--- config.mk ---
export PLATFORM = sky130hd
export DESIGN_NAME = otp_session_ctrl
export DESIGN_NICKNAME = d
export VERILOG_FILES = /design/src/rtl/otp_pkg.sv /design/src/rtl/otp_cycle_timer.sv /design/src/rtl/otp_session_ctrl.sv
export SDC_FILE = /design/constraint.sdc
export NUM_CORES = 1
export LEC_CHECK = 0
export CORE_ASPECT_RATIO = 1.5
export CORE_MARGIN = 2
export CORE_UTILIZATION = 50
export DETAILED_ROUTE_END_ITERATION = 6
export PLACE_DENSITY = 0.8
export REMOVE_ABC_BUFFERS = 1
export SETUP_SLACK_MARGIN = 0.4
export SYNTH_ARGS = -nofsm -noshare
export SYNTH_HDL_FRONTEND = slang
export SYNTH_HIERARCHICAL = 1
export SYNTH_SLANG_ARGS = --single-unit
--- constraint.sdc ---
create_clock -name clk -period 3.15 [get_ports clk]
set_input_delay 0.63 -clock clk [delete_from_list [all_inputs] [get_ports clk]]
set_output_delay 0.63 -clock clk [all_outputs]
set_load 0.01 [all_outputs]
--- src/rtl/otp_pkg.sv ---
// Shared constants for the OTP session sequencer: field widths, FSM state codes and a width helper.
package otp_pkg;

    localparam int unsigned DIGIT_W = 4;
    localparam int unsigned OTP_W   = 16;

    localparam logic [2:0] ST_IDLE    = 3'd0;
    localparam logic [2:0] ST_ENTRY   = 3'd1;
    localparam logic [2:0] ST_CHECK   = 3'd2;
    localparam logic [2:0] ST_GRANT   = 3'd3;
    localparam logic [2:0] ST_EXPIRED = 3'd4;
    localparam logic [2:0] ST_LOCKOUT = 3'd5;

    // Bits needed to hold values 0..max_val.
    function automatic int unsigned cnt_width(input int unsigned max_val);
        return (max_val < 2) ? 1 : $clog2(max_val + 1);
    endfunction

endpackage

--- src/rtl/otp_cycle_timer.sv ---
// Loadable down-counter shared by the expiry, unlock-hold and lockout phases.
module otp_cycle_timer #(
    parameter int unsigned WIDTH = 11
) (
    input  logic             clk,
    input  logic             reset,
    input  logic             load,
    input  logic [WIDTH-1:0] load_val,
    output logic             zero
);

    logic [WIDTH-1:0] cnt_q, cnt_d;

    // Holds at zero once expired so an idle phase never wraps around.
    always_comb begin
        cnt_d = cnt_q;
        if (load) begin
            cnt_d = load_val;
        end else if (cnt_q != '0) begin
            cnt_d = cnt_q - 1'b1;
        end
    end

    always_ff @(posedge clk) begin
        if (reset) begin
            cnt_q <= '0;
        end else begin
            cnt_q <= cnt_d;
        end
    end

    assign zero = (cnt_q == '0);

endmodule

--- src/rtl/otp_session_ctrl.sv ---
// Session sequencer: OTP capture, digit collection, compare, and expiry/unlock/lockout timing.
module otp_session_ctrl
    import otp_pkg::*;
#(
    parameter int unsigned DIGITS        = 4,
    parameter int unsigned EXPIRE_CYCLES = 1000,
    parameter int unsigned UNLOCK_HOLD   = 50,
    parameter int unsigned LOCK_CYCLES   = 2000,
    parameter int unsigned MAX_ATTEMPTS  = 3
) (
    input  logic               clk,
    input  logic               reset,
    input  logic               gen_req,
    input  logic [OTP_W-1:0]   lfsr_word,
    input  logic [DIGIT_W-1:0] digit_in,
    input  logic               digit_valid,
    output logic [OTP_W-1:0]   otp_word,
    output logic [OTP_W-1:0]   user_word,
    output logic [2:0]         digit_cnt,
    output logic               unlock,
    output logic               locked,
    output logic               expired,
    output logic [1:0]         wrng_atmpt
);

    localparam int unsigned TMAX_A = (EXPIRE_CYCLES > UNLOCK_HOLD) ? EXPIRE_CYCLES : UNLOCK_HOLD;
    localparam int unsigned TMAX   = (TMAX_A > LOCK_CYCLES) ? TMAX_A : LOCK_CYCLES;
    localparam int unsigned TW     = cnt_width(TMAX);

    localparam logic [TW-1:0] EXP_LD  = TW'(EXPIRE_CYCLES - 1);
    localparam logic [TW-1:0] HOLD_LD = TW'(UNLOCK_HOLD - 1);
    localparam logic [TW-1:0] LOCK_LD = TW'(LOCK_CYCLES - 1);
    localparam logic [2:0]    DIG_LAST = 3'(DIGITS);
    localparam logic [1:0]    ATT_MAX  = 2'(MAX_ATTEMPTS);

    logic [2:0]       state_q, state_d;
    logic [OTP_W-1:0] otp_q, otp_d;
    logic [OTP_W-1:0] user_q, user_d;
    logic [2:0]       cnt_q, cnt_d;
    logic [1:0]       att_q, att_d;

    logic          tmr_load;
    logic [TW-1:0] tmr_val;
    logic          tmr_zero;
    logic [2:0]    cnt_inc;
    logic [1:0]    att_inc;

    otp_cycle_timer #(
        .WIDTH (TW)
    ) u_timer (
        .clk      (clk),
        .reset    (reset),
        .load     (tmr_load),
        .load_val (tmr_val),
        .zero     (tmr_zero)
    );

    assign cnt_inc = (cnt_q == DIG_LAST) ? cnt_q : cnt_q + 3'd1;
    assign att_inc = (att_q == 2'd3) ? att_q : att_q + 2'd1;

    always_comb begin
        state_d  = state_q;
        otp_d    = otp_q;
        user_d   = user_q;
        cnt_d    = cnt_q;
        att_d    = att_q;
        tmr_load = 1'b0;
        tmr_val  = '0;
        case (state_q)
            ST_IDLE, ST_EXPIRED, ST_ENTRY: begin
                if (gen_req) begin
                    // Capture (or recapture) wins over any digit in the same cycle.
                    state_d  = ST_ENTRY;
                    otp_d    = lfsr_word;
                    user_d   = '0;
                    cnt_d    = '0;
                    tmr_load = 1'b1;
                    tmr_val  = EXP_LD;
                end else if (state_q == ST_ENTRY) begin
                    if (digit_valid) begin
                        user_d = {user_q[OTP_W-DIGIT_W-1:0], digit_in};
                        cnt_d  = cnt_inc;
                    end
                    if (digit_valid && cnt_inc == DIG_LAST) begin
                        state_d = ST_CHECK;
                    end else if (tmr_zero) begin
                        state_d = ST_EXPIRED;
                        otp_d   = '0;
                    end
                end
            end
            ST_CHECK: begin
                if (user_q == otp_q) begin
                    state_d  = ST_GRANT;
                    att_d    = '0;
                    tmr_load = 1'b1;
                    tmr_val  = HOLD_LD;
                end else begin
                    user_d = '0;
                    cnt_d  = '0;
                    att_d  = att_inc;
                    if (att_inc == ATT_MAX) begin
                        state_d  = ST_LOCKOUT;
                        otp_d    = '0;
                        tmr_load = 1'b1;
                        tmr_val  = LOCK_LD;
                    end else begin
                        state_d = ST_ENTRY;
                    end
                end
            end
            ST_GRANT: begin
                if (tmr_zero) begin
                    state_d = ST_IDLE;
                    otp_d   = '0;
                end
            end
            ST_LOCKOUT: begin
                if (tmr_zero) begin
                    state_d = ST_IDLE;
                    att_d   = '0;
                end
            end
            default: state_d = ST_IDLE;
        endcase
    end

    always_ff @(posedge clk) begin
        if (reset) begin
            state_q <= ST_IDLE;
            otp_q   <= '0;
            user_q  <= '0;
            cnt_q   <= '0;
            att_q   <= '0;
        end else begin
            state_q <= state_d;
            otp_q   <= otp_d;
            user_q  <= user_d;
            cnt_q   <= cnt_d;
            att_q   <= att_d;
        end
    end

    assign otp_word   = otp_q;
    assign user_word  = user_q;
    assign digit_cnt  = cnt_q;
    assign wrng_atmpt = att_q;
    assign unlock     = (state_q == ST_GRANT);
    assign locked     = (state_q == ST_LOCKOUT);
    assign expired    = (state_q == ST_EXPIRED);

endmodule

Yosys cells after proc, flatten, opt, wreduce, memory -nomap -nowiden
Cells that the tools add are included.
Widths: inputs -> output; s select.
{ "op_classes": {"add_sub_neg": 3, "n_eq_ne": 18, "mux": 40, "n_reduce_logical": 14} }
{ "ops": {"columns": ["cell", "count"], "rows": [
  ["$mux 16", 10],
  ["$pmux 16 s3", 1],
  ["$mux 11", 4],
  ["$mux 3", 12],
  ["$pmux 16 s2", 1],
  ["$pmux 11 s2", 1],
  ["$eq 16x16->1", 1],
  ["$eq 3x3->1 const B", 4],
  ["$logic_not 11->1", 1],
  ["$reduce_bool 11->1", 1],
  ["$sub 11x1->11 const B", 1],
  ["$mux 10", 1],
  ["$ne 3x3->1 const B", 3],
  ["$pmux 3 s3", 1],
  ["$eq 3x2->1 const B", 2],
  ["$mux 2", 3],
  ["$pmux 3 s2", 1],
  ["$reduce_bool 2->1", 3],
  ["$reduce_and 5->1", 1],
  ["$eq 2x2->1 const B", 2],
  ["$ne 2x1->1 const B", 2],
  ["$ne 2x2->1 const B", 2],
  ["$ne 4x4->1 const B", 1],
  ["$pmux 2 s2", 1],
  ["other kinds (13)", 15]
]} }
{ "word_totals": {"register_bits": 51, "inputBits": 24, "out_inout_bits": 40, "word_cells": 81} }

Depth between registers and ports, before layout
Gate-level depths: netlist of the first run.
{ "logic_depth": {"depth_word": 8, "ltp_mapped": 10} }

Cells and area by module
The synthesis of the first run kept the hierarchy.
{ "modules_own_cells": {"columns": ["module", "instances", "cells_per_inst", "area_each_um2", "seq_area_each_um2"], "rows": [
  ["otp_session_ctrl", 1, 249, 2093.3, 800.8],
  ["otp_cycle_timer", 1, 72, 626.9, 220.2]
]} }

Worst setup path after synthesis of the first run
No wires, ideal clock.
{ "synth_path": {"kind": "register -> register", "startpoint": "register u_timer.cnt_q[0]", "endpoint": "register otp_q[10] (netlist: otp_word[10])", "arrival_ps": 2615, "t_required_ps": 3018, "slack_ps": 403, "path_stages_with_launch": 11, "period_less_slack_ps": 2747, "path_cell_list": "dfxtp_1 > inv_1 > ha_1 > or4b_1 > buf_2 > nor4_4 > a31oi_1 > or2_2 > a211oi_2 > buf_2 > nor3_1"} }
{ "synth_between": {"elab_chain_cells": 6} }
{ "synth_rtl": {"columns": ["element", "line_no", "rtl"], "rows": [
  ["start, declared", "otp_cycle_timer.sv:12", "logic [WIDTH-1:0] cnt_q, cnt_d;"],
  ["start signal, assigned", "otp_cycle_timer.sv:28", "cnt_q <= cnt_d;"],
  ["$logic_not 11->1 *", "otp_cycle_timer.sv:32", "assign zero = (cnt_q == '0);"],
  ["named net tmr_zero", "otp_session_ctrl.sv:44", "logic tmr_zero;"],
  ["$mux 16 *", null, null],
  ["$mux 16 (3 in series)", null, null],
  ["$pmux 16 s3 *", null, null],
  ["end signal, assigned", "otp_session_ctrl.sv:137", "otp_q <= otp_d;"],
  ["end, declared", "otp_session_ctrl.sv:37", "logic [OTP_W-1:0] otp_q, otp_d;"]
]} }
The timed path passes the listed nets; every way through them passes the cells marked *. The select of a mux whose other input is x is not followed.
A chain may end at the register's enable or synchronous reset.

Worst setup path after layout of the first run
{ "layout_path": {"startpoint": "register u_timer.cnt_q[0]", "endpoint": "register state_q[2]"} }
{ "layout_between": {"elab_chain_cells": 3} }
{ "layout_rtl": {"columns": ["element", "line_no", "rtl"], "rows": [
  ["$logic_not 11->1 *", "otp_cycle_timer.sv:32", null],
  ["named net tmr_zero", "otp_session_ctrl.sv:44", null],
  ["$ne 4x4->1 (no line) / $ne 2x1->1 (equally long branches)", null, null],
  ["$reduce_and 3->1 (no line) *", null, null],
  ["end signal, assigned", "otp_session_ctrl.sv:136", "state_q <= state_d;"],
  ["end, declared", "otp_session_ctrl.sv:36", "logic [2:0] state_q, state_d;"]
]} }
The timed path passes the listed nets; every way through them passes the cells marked *.

==> results of run 1 <==
-- final cells by class --
type | instances | area, sq um
fillers | 430 | 1630
multi-input cells | 235 | 1570
flip-flops and latches | 51 | 1020
repair buffers | 76 | 728
well taps | 68 | 85.1
clock buffers | 6 | 82.6
inverters | 14 | 52.6
clock inverters | 2 | 38.8
-- layout by cell type, fill, tap and decap left out, drive strengths merged, types with 3 or more instances in the layout --
cell type / n
ha: 3
o22ai: 15
buf: 13
or2: 3
a211oi: 3
xnor2: 19
o31ai: 3
nand4: 6
clkdlybuf4s50: 63
nand3: 20
or4: 5
clkbuf: 6
a21o: 5
nor2: 19
a21oi: 12
nand2b: 4
a311oi: 3
dfxtp: 51
a31oi: 4
mux2i: 16
nor4: 5
o21ai: 5
nand2: 32
inv: 13
nor3: 18
-- through the flow --
step	worst slack, ps	total power (W)
6_report	531	0.00176
5_1_grt	379	0.00185
3_3_place_gp	394	0.00125
2_1_floorplan	-49.8	0.00108
3_5_place_dp	323	0.00126
4_1_cts	465	0.00175
-- power groups by stage --
| stage | logic, W | clock network (W) | registers [W] |
|---|---|---|---|
| finish | 0.000496 | 0.000495 | 0.000767 |
| global route | 0.000545 | 0.000527 | 0.000777 |
| CTS | 0.000488 | 0.000496 | 0.000765 |
| detailed placement | 0.000480 | 0 | 0.000779 |
| global placement | 0.000470 | 0 | 0.000778 |
| floorplan | 0.000303 | 0 | 0.000773 |
-- how the worst max path moves through the flow --
stage                                 from                to
after detailed placement           gen_req     user_word[15]
after floorplan              user_word[10]  u_timer/cnt_q[0]
after global placement             gen_req      user_word[4]
after global routing      u_timer/cnt_q[0]        state_q[2]
after CTS                 u_timer/cnt_q[0]        state_q[2]
final                     u_timer/cnt_q[0]        state_q[2]
-- flip-flops by register name, summed over array words and instances, names as in the netlist --
signal,cells
wrng_atmpt,2
digit_cnt,3
state_q,3
u_timer/cnt_q,11
user_word,16
otp_word,16
-- tightest hold or removal path: stages, from the launching register on --
cell	delay [ps]
sky130_fd_sc_hd__dfxtp_1	350
sky130_fd_sc_hd__nand2_1	60
sky130_fd_sc_hd__mux2i_1	60
-- what timing repair did --
item                                    4_1_cts  5_1_grt
endpoints found under the setup margin        1       18
pin swaps                                     0        1
resized for setup                             1        2
setup buffers                                 0        1
-- per-layer routing --
| layer | wire length (microns) | share of wire [%] | GRT usage [%] | up-vias |
|---|---|---|---|---|
| met5 | 0 | 0 | 0 | - |
| met1 | 2910 | 39 | 29.4 | 1293 |
| met4 | 155 | 2.1 | 9.75 | 0 |
| li1 | - | - | - | 1309 |
| met2 | 3940 | 53 | 47.4 | 80 |
| met3 | 389 | 5.3 | 4.77 | 12 |
-- cell families after synthesis --
| group | after synthesis | synth area share [%] |
|---|---|---|
| DFF | 51 | 37.5 |
| and+or+nand+nor | 124 | 24.4 |
| AOI/OAI and AO/OA | 73 | 19.2 |
| buffers and inverters | 35 | 5.52 |
| muxes | 16 | 5.89 |
| xor gates and xnor gates | 19 | 6.12 |
| adders and majority gates | 3 | 1.38 |
==> results.sh, run 1 <==
export IMPL_outcome="finished, final reports clean"
export IMPL_cp_top_family="simple AND/OR/NAND/NOR gates"
export IMPL_post_syn_area_per_cell_sq_um=8.47
export IMPL_min_path_cells=2
export IMPL_slowest_stage="sky130_fd_sc_hd__or4b_1"
export IMPL_avgViaCountPerCell=5.96
export IMPL_cts_buffer_depth=2
export IMPL_htreeDepth=2
export IMPL_leakage_nw=1.31
export IMPL_grt_setup_unrepaired="true"
export IMPL_min_to="user_word[12]"
export IMPL_ordered_list_of_cells_on_the_worst_path="inv_1, ha_1, or4b_1, nor4_4, buf_4, nor2_1, a311oi_2, nand2_1, o311a_1"
export IMPL_detail_route_iter0_violations=184
export IMPL_antenna_cells_inserted=0
export IMPL_worst_slew_pin_slew_ps=573
export IMPL_initial_utilization_pct=52.3
export IMPL_cp_end_kind="flip-flop"
export IMPL_route_final_wire_length_microns=7400
export IMPL_path_max_fanout=8
export IMPL_worst_r2r_startpoint="u_timer/cnt_q[0]"
export IMPL_maximum_cell_stage_delay_along_the_critical_path_ps=600
export IMPL_worst_endpoint_arrival_ps=2830
export IMPL_layout_area_overhead_vs_synth_pct=31.5
export IMPL_remaining_drc_errors=0
export IMPL_cellInternalPower_w=0.00120
export IMPL_floorplan_core_area_sq_mm=0.00520
export IMPL_number_of_synthesized_register_bits=51
export IMPL_synth_enable_flop_cells=0
export IMPL_p_seq_share_pct=43.7
export IMPL_hold_worst_slack_ps=506
export IMPL_detailedRoute_firstPassIterationCount=4
export IMPL_synth_cell_type_count=56
export IMPL_ys_seq_area_share_pct=37.5
export IMPL_post_drt_wl_per_cell_microns=16.4
export IMPL_gp_routability_congestion=0.799
export IMPL_die_height_microns=94.3
export IMPL_p_sw_w=0.000560
export IMPL_share_clk_of_total_power_pct=28.2
export IMPL_crit_buf_inv=2
export IMPL_finalSetupViolCount=0
export IMPL_irDropWorstVdd_uv=346
export IMPL_crit_reg2reg_capture="state_q[2]"
export IMPL_antenna_found_initial=0
export IMPL_synth_area_leader_cell="sky130_fd_sc_hd__dfxtp_1"
export IMPL_cts_sink_count=51
export IMPL_number_of_buffers_inserted_during_clock_tree_synthesis=5
export IMPL_path_class="reg -> reg"
export IMPL_timing_critical_path_from_type="flip-flop"
export IMPL_grt_remaining_overflow=0
export IMPL_via_count=2694
export IMPL_stdcell_count=452
export IMPL_die_w_microns=64.2
export IMPL_ys_warn_count=6
export IMPL_critical_path_required_ps=3360
export IMPL_remaining_antenna_violation_count_after_routing=0
export IMPL_reg2regPathDepth=9
export IMPL_p_sw_share_pct=31.9
export IMPL_synthMostInstantiatedCell="sky130_fd_sc_hd__dfxtp_1"
export IMPL_grt_first_pass_wirelength_microns=12500
export IMPL_placement_rows=32
export IMPL_fin_crit_ps=2620
export IMPL_grt_start_max_net_pins=34
export IMPL_finClkSkew_ps=4.96
export IMPL_finish_instance_area_sq_mm=0.00358
export IMPL_final_nets=410
export IMPL_drv_max_cap_violation_count=0
export IMPL_final_util_pct=68.7
export IMPL_max_freq_mhz=382
export IMPL_cts_clk_slew_worst_paths_ps=100
export IMPL_hold_buffers_post_cts=0
export IMPL_power_density_mw_per_mm2=492
export IMPL_hpwlAfterDp_microns=5360
export IMPL_hold_path_class="reg -> reg"
export IMPL_clock_insertion_delay_worst_skew_ps=310
export IMPL_floorplan_die_area_sq_mm=0.00606
export IMPL_mappedNetlistArea_sq_mm=0.00272
export IMPL_cts_root_buffer_cell="sky130_fd_sc_hd__clkbuf_8"
export IMPL_timing_max_slew_rel_slack_pct=61.5
export IMPL_ys_async_sr_fraction_pct=0
export IMPL_crit_cells=9
export IMPL_synth_area_leaders="sky130_fd_sc_hd__dfxtp_1 38%, sky130_fd_sc_hd__xnor2_1 6.1%, sky130_fd_sc_hd__mux2i_1 5.9%"
export IMPL_setup_reg_to_reg_worst_slack_ps=530
export IMPL_number_of_i_o_port_buffers=63
export IMPL_tritoncts="yes"
export IMPL_grt_pass1_vias=2663
export IMPL_combinationalPowerShare_pct=28.2
export IMPL_post_synth_inst_count=321
export IMPL_timing_final_crit_share_pct=83.1
export IMPL_placement_cell_area_sq_mm=0.00343
export IMPL_hold_path_startpoint="user_word[12]"
export IMPL_setup_total_negative_slack_ps=0
export IMPL_drive_above_1_share_pct=9.11
export IMPL_final_max_slew_viol_count=0
export IMPL_io_pins=64
export IMPL_yosys_area_top_type_share_pct=37.5
export IMPL_synth_ff_type="sky130_fd_sc_hd__dfxtp_1"
export IMPL_place_inst=443
export IMPL_synthTopCellsByCount="51 x sky130_fd_sc_hd__dfxtp_1, 32 x sky130_fd_sc_hd__nand2_1, 20 x sky130_fd_sc_hd__nand3_1, 19 x sky130_fd_sc_hd__xnor2_1"
export IMPL_finalHoldViolCount=0
export IMPL_grt_util_overall_pct=25.8
Note: power is estimated with default switching activity, not from simulation.
==> run 2: changes to the inputs <==
--- a/config.mk
+++ b/config.mk
@@ -7,9 +7,9 @@
 export LEC_CHECK = 0
 export CORE_ASPECT_RATIO = 1.5
 export CORE_MARGIN = 2
-export CORE_UTILIZATION = 50
+export CORE_UTILIZATION = 45
 export DETAILED_ROUTE_END_ITERATION = 6
-export PLACE_DENSITY = 0.8
+export PLACE_DENSITY = 0.76
 export REMOVE_ABC_BUFFERS = 1
 export SETUP_SLACK_MARGIN = 0.4
 export SYNTH_ARGS = -nofsm -noshare
==> constraint.sdc (replaced) <==
create_clock -name clk -period 2.4 [get_ports clk]
set_input_delay 0.48 -clock clk [delete_from_list [all_inputs] [get_ports clk]]
set_output_delay 0.48 -clock clk [all_outputs]
set_load 0.01 [all_outputs]
==> results.sh, run 2 (same netlist as run 1, synthesis figures left out) <==
export IMPL_remaining_drc_errors=0
export IMPL_hold_path_startpoint="user_word[12]"
export IMPL_final_max_slew_viol_count=0
export IMPL_finish_instance_area_sq_mm=0.00441
export IMPL_grt_remaining_overflow=0
export IMPL_critical_path_required_ps=2610
export IMPL_cts_sink_count=51
export IMPL_place_inst=481
export IMPL_area_sequential_sq_mm=0.00105
export IMPL_worst_slew_pin_slew_ps=603
export IMPL_cts_buffer_depth=2
export IMPL_fin_crit_ps=2310
export IMPL_finalSetupViolCount=0
export IMPL_timing_critical_path_from_type="flip-flop"
export IMPL_placement_rows=34
export IMPL_grt_first_pass_wirelength_microns=14800
export IMPL_grt_setup_unrepaired="true"
export IMPL_reg2regPathDepth=8
export IMPL_pre_cts_ws_ps=-21.5
export IMPL_multi_input_gate_area_sq_mm=0.00181
export IMPL_layout_area_overhead_vs_synth_pct=62.0
export IMPL_gp_routability_congestion=0.847
export IMPL_grt_util_overall_pct=28.7
export IMPL_remaining_antenna_violation_count_after_routing=0
export IMPL_min_to="user_word[12]"
export IMPL_worst_setup_startpoint="otp_word[11]"
export IMPL_setup_total_negative_slack_ps=0
export IMPL_placement_cell_area_sq_mm=0.00370
export IMPL_worst_r2r_startpoint="otp_word[11]"
export IMPL_ordered_list_of_cells_on_the_worst_path="xnor2_1, nand4_1, or4_4, a21o_1, a22oi_2, clkinv_2, and4_1, a311o_1"
export IMPL_cts_root_buffer_cell="sky130_fd_sc_hd__clkbuf_8"
export IMPL_cts_clk_slew_worst_paths_ps=100
export IMPL_crit_buf_inv=1
export IMPL_min_path_cells=2
export IMPL_tritoncts="yes"
export IMPL_drv_max_cap_violation_count=0
export IMPL_final_nets=469
export IMPL_filler_cell_count=365
export IMPL_number_of_buffers_inserted_during_clock_tree_synthesis=5
export IMPL_cp_end_kind="flip-flop"
export IMPL_hold_worst_slack_ps=508
export IMPL_outcome="finished, final reports clean"
export IMPL_worst_endpoint_arrival_ps=2510
export IMPL_detailedRoute_firstPassIterationCount=5
export IMPL_post_drt_wl_per_cell_microns=19.4
export IMPL_max_freq_mhz=434
export IMPL_floorplan_core_area_sq_mm=0.00583
export IMPL_maximum_cell_stage_delay_along_the_critical_path_ps=530
export IMPL_cp_top_family="simple AND/OR/NAND/NOR gates"
export IMPL_route_final_wire_length_microns=10000
export IMPL_path_max_fanout=2
export IMPL_crit_reg2reg_capture="u_timer/cnt_q[0]"
export IMPL_detail_route_iter0_violations=240
export IMPL_layout_common_cells="61 x sky130_fd_sc_hd__clkdlybuf4s50_1, 55 x sky130_fd_sc_hd__buf_4, 33 x sky130_fd_sc_hd__dfxtp_1"
export IMPL_drive_above_1_share_pct=34.3
export IMPL_slowest_stage="sky130_fd_sc_hd__or4_4"
export IMPL_io_pins=64
export IMPL_hpwlAfterDp_microns=5820
export IMPL_via_count=3158
export IMPL_setup_reg_to_reg_worst_slack_ps=90
export IMPL_stdcell_count=515
export IMPL_post_layout_worst_setup_margin_ps=93.6
export IMPL_leakage_nw=1.69
export IMPL_timing_final_crit_share_pct=96.1
export IMPL_antenna_found_initial=0
export IMPL_irDropWorstVdd_uv=488
export IMPL_hold_path_class="reg -> reg"
export IMPL_finalHoldViolCount=0
export IMPL_path_class="reg -> reg"
export IMPL_power_density_mw_per_mm2=592
export IMPL_grt_pass1_vias=3107
export IMPL_finClkSkew_ps=11.1
export IMPL_floorplan_die_area_sq_mm=0.00670
export IMPL_clock_insertion_delay_worst_skew_ps=310
export IMPL_initial_utilization_pct=46.7
export IMPL_htreeDepth=2
export IMPL_avgViaCountPerCell=6.13
export IMPL_number_of_i_o_port_buffers=63
export IMPL_timing_max_slew_rel_slack_pct=59.4
export IMPL_grt_start_max_net_pins=37
export IMPL_antenna_cells_inserted=0
export IMPL_mostFrequentLayoutCell="sky130_fd_sc_hd__clkdlybuf4s50_1"
export IMPL_die_w_microns=67.5
export IMPL_die_height_microns=99.2
[run 2: cell types whose count changed in the layout (fill, tap and decap cells not counted), sizes merged]
| cell | before | now |
|---|---|---|
| clkdlybuf4s50 | 63 | 61 |
| buf | 13 | 72 |
| clkinvlp | 0 | 1 |
| bufinv | 1 | 0 |
| clkinv | 2 | 3 |
| dlygate4sd2 | 0 | 2 |
| inv | 13 | 12 |
[run 2: worst max path at each step]
stage	endpoint	slack, ps	depth (start not counted)
after floorplan	u_timer/cnt_q[0]	-800	8
after global placement	otp_word[4]	50	9
after detailed placement	otp_word[2]	-20	8
after CTS	u_timer/cnt_q[0]	170	8
after global routing	u_timer/cnt_q[0]	20	8
final	u_timer/cnt_q[0]	90	8
[run 2: layout make-up]
cell class,instances,area share (%)
clock inverter,2,0.284
sequential,51,23.9
inverter,14,1.22
timing repair buffer,135,29.9
multi-input combinational,235,41.1
tap,72,2.04
clock buffer,6,1.65
[run 2: repair_timing]
item,CTS,global route
resized for setup,59,33
gates cloned,4,0
hold buffers,0,0
pin swaps,15,26
buffers inserted,18,4
hold endpoints to repair,0,0
endpoints found under the setup margin,50,53
[run 2: per-layer routing]
metal  global-route usage (%)  part of all wire [%]  vias to the layer above
li1                         -                     -                     1432
met1                     30.8                    35                     1516
met2                     51.7                    54                      165
met3                     4.19                   5.6                       45
met4                     15.5                   5.1                        0
met5                        0                     0                        -
[run 2: worst register-to-register path, stage by stage, from the launching register on]
cell and delay (ps):
sky130_fd_sc_hd__dfxtp_1 410, sky130_fd_sc_hd__xnor2_1 170, sky130_fd_sc_hd__nand4_1 180, sky130_fd_sc_hd__or4_4 530, sky130_fd_sc_hd__a21o_1 200, sky130_fd_sc_hd__a22oi_2 170
sky130_fd_sc_hd__clkinv_2 100, sky130_fd_sc_hd__and4_1 180, sky130_fd_sc_hd__a311o_1 270
[run 2: report_power, final]
part | total [W] | leakage (nW) | internal [W] | switching [W]
combinational | 0.00112 | 1.22 | 0.000602 | 0.000516
sequential | 0.000988 | 0.425 | 0.000918 | 0.0000699
clock | 0.000500 | 0.0412 | 0.000205 | 0.000296
total | 0.00261 | 1.69 | 0.00172 | 0.000882
[run 2: stage by stage]
step,utilization [%],total power [W]
6_report,75.6,0.00261
5_1_grt,75.6,0.00271
4_1_cts,71.9,0.00249
3_5_place_dp,63.6,0.00177
3_3_place_gp,63.6,0.00175
2_1_floorplan,-,0.00141
